`src/rtl/localmem_pkg.sv`:
```
// Shared definitions for the local memory writer: memory geometry defaults,
// the mode encoding and the FSM state encoding.
package localmem_pkg;

  localparam int LM_WIDTH     = 24;
  localparam int LM_NUM_BANKS = 4;
  localparam int LM_BANK_SEL  = 2;
  localparam int LM_ADDR_W    = 10;

  localparam logic MODE_BURST = 1'b0;
  localparam logic MODE_SEQ   = 1'b1;

  typedef logic [1:0] lm_state_t;

  localparam lm_state_t ST_IDLE  = 2'd0;
  localparam lm_state_t ST_RUN   = 2'd1;
  localparam lm_state_t ST_FLUSH = 2'd2;
  localparam lm_state_t ST_FIN   = 2'd3;

endpackage

```
`src/rtl/localmem_addr_gen.sv`:
```
// Address generation for the local memory writer: row counter for BURST,
// linear counter for SEQ (bit-reversed when LOCALMEM_BITREV_EN is defined),
// and sticky wrap detection. Counters persist across frames; only reset clears them.
module localmem_addr_gen
  import localmem_pkg::*;
#(
  parameter int ADDR_W   = LM_ADDR_W,
  parameter int BANK_SEL = LM_BANK_SEL
) (
  input  logic              clk,
  input  logic              rst,
  input  logic              clr_ovf,
  input  logic              row_inc,
  input  logic              seq_inc,
  output logic [ADDR_W-1:0] row_addr,
  output logic [ADDR_W-1:0] seq_addr,
  output logic              overflow
);

  localparam int ROW_W = ADDR_W - BANK_SEL;

  logic [ROW_W-1:0]  row_q;
  logic [ADDR_W-1:0] seq_q;

  always_ff @(posedge clk or negedge rst) begin
    if (!rst) begin
      row_q    <= '0;
      seq_q    <= '0;
      overflow <= 1'b0;
    end else begin
      if (row_inc) row_q <= row_q + ROW_W'(1);
      if (seq_inc) seq_q <= seq_q + ADDR_W'(1);
      // A wrap seen in the same cycle as a clear wins, so no wrap is lost.
      if ((row_inc && (&row_q)) || (seq_inc && (&seq_q)))
        overflow <= 1'b1;
      else if (clr_ovf)
        overflow <= 1'b0;
    end
  end

  assign row_addr = {row_q, {BANK_SEL{1'b0}}};

`ifdef LOCALMEM_BITREV_EN
  always_comb begin
    seq_addr = '0;
    for (int b = 0; b < ADDR_W; b++) seq_addr[b] = seq_q[ADDR_W-1-b];
  end
`else
  assign seq_addr = seq_q;
`endif

endmodule

```
`src/rtl/localmem_writer.sv`:
```
// Streams complex samples into a banked local memory, either row-packed (BURST)
// or one sample per write (SEQ). Optional macro: LOCALMEM_BITREV_EN (bit-reversed SEQ addresses).
//
// Handshake: a sample transfers on a rising edge where s_valid && s_ready; s_ready
// depends only on registered state, never on s_valid, and upstream holds s_data stable while s_valid waits.
module localmem_writer
  import localmem_pkg::*;
#(
  parameter int width     = LM_WIDTH,
  parameter int NUM_BANKS = LM_NUM_BANKS,
  parameter int BANK_SEL  = LM_BANK_SEL,
  parameter int ADDR_W    = LM_ADDR_W
) (
  input  logic                       clk,
  input  logic                       rst,
  input  logic                       start,
  input  logic                       mode,
  input  logic [ADDR_W:0]            frame_len,
  input  logic                       s_valid,
  input  logic [width-1:0]           s_data,
  output logic                       s_ready,
  output logic                       CSB,
  output logic                       WEB,
  output logic                       OEB,
  output logic [ADDR_W-1:0]          A,
  output logic [NUM_BANKS*width-1:0] I,
  output logic                       busy,
  output logic                       done,
  output logic                       overflow,
  output logic [1:0]                 state_dbg
);

  lm_state_t state_q, state_d;
  logic      mode_q;
  logic [ADDR_W:0] len_q;
  logic [ADDR_W:0] count_q;
  logic [NUM_BANKS-1:0][width-1:0] slot_q;
  logic [NUM_BANKS-1:0][width-1:0] slot_nxt;
  logic [BANK_SEL-1:0] slot_idx;
  logic [ADDR_W-1:0]   row_addr;
  logic [ADDR_W-1:0]   seq_addr;
  logic start_go, accept, seq_go, burst_last, partial, frame_end, flush_go;

  assign start_go   = (state_q == ST_IDLE) && start;
  assign frame_end  = (state_q == ST_RUN) && (count_q == len_q);
  assign s_ready    = (state_q == ST_RUN) && (count_q != len_q);
  assign accept     = s_valid && s_ready;
  assign slot_idx   = count_q[BANK_SEL-1:0];
  assign seq_go     = accept && (mode_q == MODE_SEQ);
  assign burst_last = accept && (mode_q == MODE_BURST) &&
                      (slot_idx == BANK_SEL'(NUM_BANKS - 1));
  // A BURST frame that ends mid-row leaves a partial row to flush.
  assign partial    = (mode_q == MODE_BURST) && (len_q[BANK_SEL-1:0] != '0);
  assign flush_go   = frame_end && partial;

  always_comb begin
    slot_nxt           = slot_q;
    slot_nxt[slot_idx] = s_data;
  end

  always_comb begin
    state_d = state_q;
    case (state_q)
      ST_IDLE:  if (start) state_d = ST_RUN;
      ST_RUN:   if (count_q == len_q) state_d = partial ? ST_FLUSH : ST_FIN;
      ST_FLUSH: state_d = ST_FIN;
      default:  state_d = ST_IDLE;
    endcase
  end

  always_ff @(posedge clk or negedge rst) begin
    if (!rst) begin
      state_q <= ST_IDLE;
      mode_q  <= MODE_BURST;
      len_q   <= '0;
      count_q <= '0;
      slot_q  <= '0;
      CSB     <= 1'b1;
      WEB     <= 1'b1;
      A       <= '0;
      I       <= '0;
    end else begin
      state_q <= state_d;
      CSB     <= 1'b1;
      WEB     <= 1'b1;
      if (start_go) begin
        mode_q  <= mode;
        len_q   <= frame_len;
        count_q <= '0;
        slot_q  <= '0;
      end
      if (accept) begin
        count_q <= count_q + (ADDR_W+1)'(1);
        if (seq_go) begin
          CSB <= 1'b0;
          WEB <= 1'b0;
          A   <= seq_addr;
          I   <= {NUM_BANKS{s_data}};
        end else if (burst_last) begin
          CSB    <= 1'b0;
          WEB    <= 1'b0;
          A      <= row_addr;
          I      <= slot_nxt;
          slot_q <= '0;
        end else begin
          slot_q <= slot_nxt;
        end
      end
      // Slots are cleared after every row, so unfilled slots are already zero here.
      if (flush_go) begin
        CSB    <= 1'b0;
        WEB    <= 1'b0;
        A      <= row_addr;
        I      <= slot_q;
        slot_q <= '0;
      end
    end
  end

  localmem_addr_gen #(
    .ADDR_W  (ADDR_W),
    .BANK_SEL(BANK_SEL)
  ) u_addr_gen (
    .clk     (clk),
    .rst     (rst),
    .clr_ovf (start_go),
    .row_inc (burst_last || flush_go),
    .seq_inc (seq_go),
    .row_addr(row_addr),
    .seq_addr(seq_addr),
    .overflow(overflow)
  );

  assign OEB       = 1'b1;
  assign busy      = (state_q != ST_IDLE);
  assign done      = (state_q == ST_FIN);
  assign state_dbg = state_q;

endmodule
```
`config.mk`:
```
export PLATFORM = sky130hd
export DESIGN_NAME = localmem_writer
export DESIGN_NICKNAME = d
export VERILOG_FILES = /design/src/rtl/localmem_pkg.sv /design/src/rtl/localmem_addr_gen.sv /design/src/rtl/localmem_writer.sv
export SDC_FILE = /design/constraint.sdc
export NUM_CORES = 1
export LEC_CHECK = 0
export CORE_MARGIN = 1
export CORE_UTILIZATION = 59
export CTS_CLUSTER_DIAMETER = 50
export CTS_CLUSTER_SIZE = 40
export DETAILED_ROUTE_END_ITERATION = 7
export GPL_TIMING_DRIVEN = 0
export HOLD_SLACK_MARGIN = 0.06
export PLACE_DENSITY = 0.85
export SLEW_MARGIN = 5
export SYNTH_ARGS = -nofsm -noshare
export SYNTH_HDL_FRONTEND = slang
export SYNTH_SLANG_ARGS = --single-unit
```
`constraint.sdc`:
```
create_clock -name clk -period 4.1 [get_ports clk]
set_input_delay 1.025 -clock clk [delete_from_list [all_inputs] [get_ports clk]]
set_output_delay 1.025 -clock clk [all_outputs]
set_load 0.02 [all_outputs]
```
==> impl_metrics.json, run 1 <==
{
  "synth_edf_count": 0,
  "netlist_area_um2": 11300,
  "setup_tns_ns": 0,
  "start_kind": "flop",
  "slew_violations": 0,
  "grt_overflow": 0,
  "cts_tree": "done",
  "fp.dieW_um": 140,
  "synth-seq-area-share": 0.549,
  "finClkSkew_ns": 0.0221,
  "finalCriticalPeriod_ns": 3.67,
  "drc_errors": 0,
  "drtIter0Drc": 1131,
  "placed_area_um2": 12900,
  "nets": 1246,
  "clock_latency_ns": 0.52,
  "hp-class": "input pin to async pin",
  "route.vias.total": 9541,
  "path_max_fanout": 6,
  "power_leakage_uw": 0.00608,
  "antenna_found_initial": 0,
  "cts.sinks": 247,
  "setup_viol": 0,
  "worstMarginPinSlew_ns": 0.831,
  "initial_utilization": 0.603,
  "viasPerCell": 6.61,
  "layout-drive-gt1-share": 0.0736,
  "grt_max_degree": 121,
  "end_kind": "output pin",
  "wl_um": 31200,
  "yosys-top-cells-count": "dfrtp_1, nand2_1, a22o_1",
  "synth_top_area_frac": 0.546,
  "io_pins": 155,
  "cts.htree.levels": 1,
  "hpwlAfterDp_um": 21200,
  "synth_seq_cells": 247,
  "syn_nets": 1092,
  "p_per_area_nw_per_um2": 738,
  "min_period_over_period": 0.895,
  "grt_pass1_vias": 9298,
  "cts_buffer_depth": 3,
  "synthesis.instances": 1041,
  "synth_top_area_cell": "dfrtp_1",
  "groute.usage.overall": 0.327,
  "drv_cap": 0,
  "synth_area_per_cell_um2": 10.8,
  "status": "finished clean",
  "die_area_um2": 19700,
  "p_total_uw": 10000,
  "gp_congestion": 0.868,
  "vdd_drop_max_uv": 412,
  "coreArea_um2": 18700,
  "cts_hold_buf": 0,
  "clk_pin_slew_ns": 0.08,
  "hold_viol_final": 0,
  "die_h_um": 140,
  "critPathArrivalTime_ns": 2.64,
  "ant_nets": 0,
  "numCtsBuffers": 21,
  "num_rows": 50,
  "numPortBuffers": 129,
  "post_cts_buffers": 0,
  "n_antenna_cell": 0,
  "root_buffer": "clkbuf_16",
  "yosys_warnings": 0,
  "synth_area_leaders": "dfrtp_1, a22o_1, a221o_1",
  "yosysMostFrequentCell": "dfrtp_1",
  "slew_headroom": 0.440,
  "ys_types": 42,
  "final_area_um2": 13600,
  "cts_resized": 0,
  "rsz0062_at_grt": "false",
  "dr.pass1.iters": 7,
  "synthFlopType": "dfrtp_1",
  "path_class": "flop to output pin",
  "cp.required_ns": 3.07,
  "max_freq_mhz": 273,
  "wl_per_cell_um": 21.7,
  "grt_pass1_wl_um": 50400,
  "synthToLayoutAreaGrowth_pct": 20.8,
  "synth_async_sr_flop_share": 1.00
}
-- cell type report --
class	count	area (µm²)
inverter	6	22.5
clock inverter	14	144
fill	1283	5090
clock buffer	23	553
multi-input combinational	679	4580
timing repair buffer	131	1350
sequential	247	6180
tap	234	293
buffer	109	483
-- layout by cell type, fill, tap and decap left out, types with 7 or more instances in the layout --
master	count
a22oi_1	24
nand2_1	183
buf_1	17
buf_4	9
nor2b_1	24
clkbuf_1	66
clkbuf_16	21
buf_2	14
xor2_1	7
ha_1	11
a221o_1	73
dfrtp_1	246
mux2_2	14
a22o_1	145
clkdlybuf4s50_1	128
mux2i_1	8
o21ai_0	26
nor2_1	17
a21oi_1	73
and3_1	14
xnor2_1	22
-- per-stage QoR --
stage,hold WS (ns),cells,util,setup slack [ns]
final,0.416,1443,0.728,0.432
after CTS,0.431,1443,0.728,0.463
after global placement,0.460,1404,0.687,-8.26
after detailed placement,0.464,1406,0.690,0.796
after global routing,0.445,1443,0.728,0.279
after floorplan,0.455,1041,-,1.68
-- routing by layer --
layer | vias up | track usage | wire (µm)
li1 | 4141 | - | -
met1 | 4731 | 0.450 | 12700
met2 | 560 | 0.510 | 14500
met3 | 109 | 0.0598 | 2840
met4 | 0 | 0.145 | 1300
met5 | - | 0 | 0
-- registers in the layout, summed over array words and instances, names as in the netlist --
register,flops
I,96
slot_q,96
count_q,11
len_q,11
A,10
u_addr_gen.seq_addr,10
u_addr_gen.row_q,8
state_dbg,2
WEB,1
mode_q,1
u_addr_gen.overflow,1
-- report_power, final --
| group | total (µW) | switching (µW) | internal [µW] |
|---|---|---|---|
| sequential | 3800 | 622 | 3180 |
| clock | 2030 | 1000 | 1030 |
| combinational | 4210 | 2340 | 1870 |
| total | 10000 | 3970 | 6080 |
-- final timing paths --
path	start	to	slack, ns	cells after the start
worst max-delay path	count_q[1]	s_ready	0.43	5
worst min-delay path	rst	I[83]	0.42	1
worst max register to register	count_q[1]	I[93]	1.29	8
worst min register to register	I[76]	I[76]	0.48	2
max in group asynchronous	rst	I[69]	2.35	3
min in group clk	I[76]	I[76]	0.48	2
-- critical path, cell delays in order (launching register included) --
cell and delay (ns):
dfrtp_1 0.47, xnor2_1 0.22, nand4_1 0.25, or3_1 0.45, and2_1 0.20, clkdlybuf4s50_1 0.54
-- cell families (layout without fill, tap and decap cells) --
| logic type | after synthesis | after routing | share of synthesized area |
|---|---|---|---|
| AOI/OAI and AO/OA | 354 | 354 | 0.250 |
| xor gates and xnor gates | 29 | 29 | 0.0225 |
| muxes | 22 | 22 | 0.0211 |
| adders and majority gates | 11 | 11 | 0.0122 |
| and+or+nand+nor | 262 | 262 | 0.100 |
| DFF | 247 | 247 | 0.549 |
| other | 1 | 1 | 0.000333 |
| buffers and inverters | 115 | 283 | 0.0448 |
(Power assumes the default switching activity.)
==> run 2, diff against run 1 <==
- CORE_UTILIZATION: 59 -> 50
- PLACE_DENSITY: 0.85 -> 0.74
- SLEW_MARGIN: 5 -> 20
==> run 2 against run 1 <==
Against the previous run:
- the run now ends with DRC left
- maximum frequency decreased by 0.38%
- via count decreased by 2.2%
- count of clock-buffer cells in the layout increased by 10
- clock skew decreased by 0.0076 ns
- global-route usage decreased by 4.5 points
- flip-flop and latch count unchanged
- sequential share of layout area decreased by 1.3 points
- non-clock buffer count unchanged
- worst setup slack got worse by 0.014 ns
- clock power increased by 35%
- largest cell class unchanged
==> impl_metrics.json, run 2 (synthesis results as in run 1) <==
{
  "drv_cap": 0,
  "internal-power_uw": 6640,
  "wl_per_cell_um": 21.5,
  "final_common_cell": "dfrtp_1",
  "drtIter0Drc": 856,
  "cp.required_ns": 3.07,
  "path_max_fanout": 5,
  "final_cells": 1507,
  "antenna_found_initial": 1,
  "dr.pass1.iters": 8,
  "grt_overflow": 0,
  "power_leakage_uw": 0.00624,
  "seq_power_share": 0.353,
  "finClkSkew_ns": 0.0145,
  "clk_pin_slew_ns": 0.07,
  "placedCellCount": 1452,
  "violations": "DRC",
  "path_cells": "xnor2_1 > nand4_2 > or3_1 > and2_1 > clkdlybuf4s50_1",
  "end_kind": "output pin",
  "crit_start": "count_q[2]",
  "num_rows": 54,
  "start_kind": "flop",
  "grt_pass1_vias": 9303,
  "cts_resized": 0,
  "vdd_drop_max_uv": 458,
  "p_total_uw": 10800,
  "layout-drive-gt1-share": 0.0848,
  "switching_share": 0.384,
  "layout_common_cells": "dfrtp_1, nand2_1, a22o_1, clkdlybuf4s50_1",
  "clock_latency_ns": 0.55,
  "r2r_slack_ns": 1.32,
  "fillCellCount": 1741,
  "cp_num_buf_inv": 1,
  "wl_um": 32400,
  "power_frac_comb": 0.391,
  "ant_nets": 0,
  "setup_viol": 0,
  "grt_pass1_wl_um": 51900,
  "numCtsBuffers": 29,
  "largestRegisters": "I x96, slot_q x96",
  "fp.dieW_um": 152,
  "root_buffer": "clkbuf_16",
  "min_period_over_period": 0.898,
  "path_class": "flop to output pin",
  "setup_tns_ns": 0,
  "place_ws_ns": 0.738,
  "nets": 1254,
  "worstMarginPinSlew_ns": 0.819,
  "die_h_um": 152,
  "crit-reg2reg-launch": "state_dbg[1]",
  "cp_slowest_cell": "clkdlybuf4s50_1",
  "finalCriticalPeriod_ns": 3.68,
  "synthToLayoutAreaGrowth_pct": 24.2,
  "cts.htree.levels": 1,
  "initial_utilization": 0.513,
  "status": "complete, but fails checks",
  "critPathArrivalTime_ns": 2.66,
  "hpwlAfterDp_um": 21700,
  "rsz0062_at_grt": "false",
  "viasPerCell": 6.19,
  "groute.usage.overall": 0.282,
  "setup_slack_ns": 0.418,
  "gp_congestion": 0.871,
  "finalCoreUtilization": 0.638,
  "cp_top_family": "simple AND/OR/NAND/NOR gates",
  "grt_max_degree": 93,
  "hp-class": "input pin to async pin",
  "slew_headroom": 0.448,
  "drc_errors": 20,
  "p_sw_uw": 4130,
  "post_cts_buffers": 0,
  "io_pins": 155,
  "route.vias.total": 9330,
  "cts_tree": "done",
  "p_per_area_nw_per_um2": 769,
  "cts_hold_buf": 0,
  "max_stage_delay_ns": 0.55,
  "coreArea_um2": 22000,
  "hold_viol_final": 0,
  "cts.sinks": 247,
  "max_freq_mhz": 272,
  "die_area_um2": 23100,
  "cts_buffer_depth": 3,
  "numPortBuffers": 129,
  "p_clk_frac": 0.256,
  "slew_violations": 0
}
## run 2: power by group through the flow
| stage | registers [µW] | logic [µW] | clock network, µW |
|---|---|---|---|
| floorplan | 4180 | 2020 | 0 |
| global placement | 3810 | 4090 | 0 |
| detailed placement | 3820 | 4160 | 0 |
| CTS | 3790 | 4200 | 2790 |
| global route | 3880 | 4490 | 2880 |
| finish | 3800 | 4220 | 2750 |
## run 2: area by class of cell
type | count | area, µm² | share of cell area
tap | 280 | 350 | 0.0250
antenna | 1 | 2.50 | 0.000179
multi-input combinational | 679 | 4580 | 0.327
clock buffer | 33 | 761 | 0.0543
sequential | 247 | 6180 | 0.441
inverter | 6 | 22.5 | 0.00161
buffer | 109 | 483 | 0.0345
timing repair buffer | 131 | 1350 | 0.0965
clock inverter | 21 | 268 | 0.0191
## run 2: routing by layer
metal	track usage	vias to the layer above	routed length (µm)	part of all wire
met2	0.441	460	14900	0.46
li1	-	4160	-	-
met3	0.0580	77	2800	0.086
met4	0.111	0	1020	0.031
met5	0	-	0	0
met1	0.388	4633	13600	0.42
## run 2: worst paths after layout
kind	to	cells after the start
setup / recovery	s_ready	5
hold / removal	count_q[9]	1
setup reg to reg	slot_q[6]	8
hold reg to reg	I[77]	2
max in group asynchronous	WEB	2
min in group clk	I[77]	2
## run 2: stage by stage
step | hold WS (ns) | cell area (µm²)
after floorplan | 0.455 | 11300
after global placement | 0.460 | 12900
after detailed placement | 0.462 | 13000
after CTS | 0.481 | 14000
after global routing | 0.506 | 14000
final | 0.452 | 14000
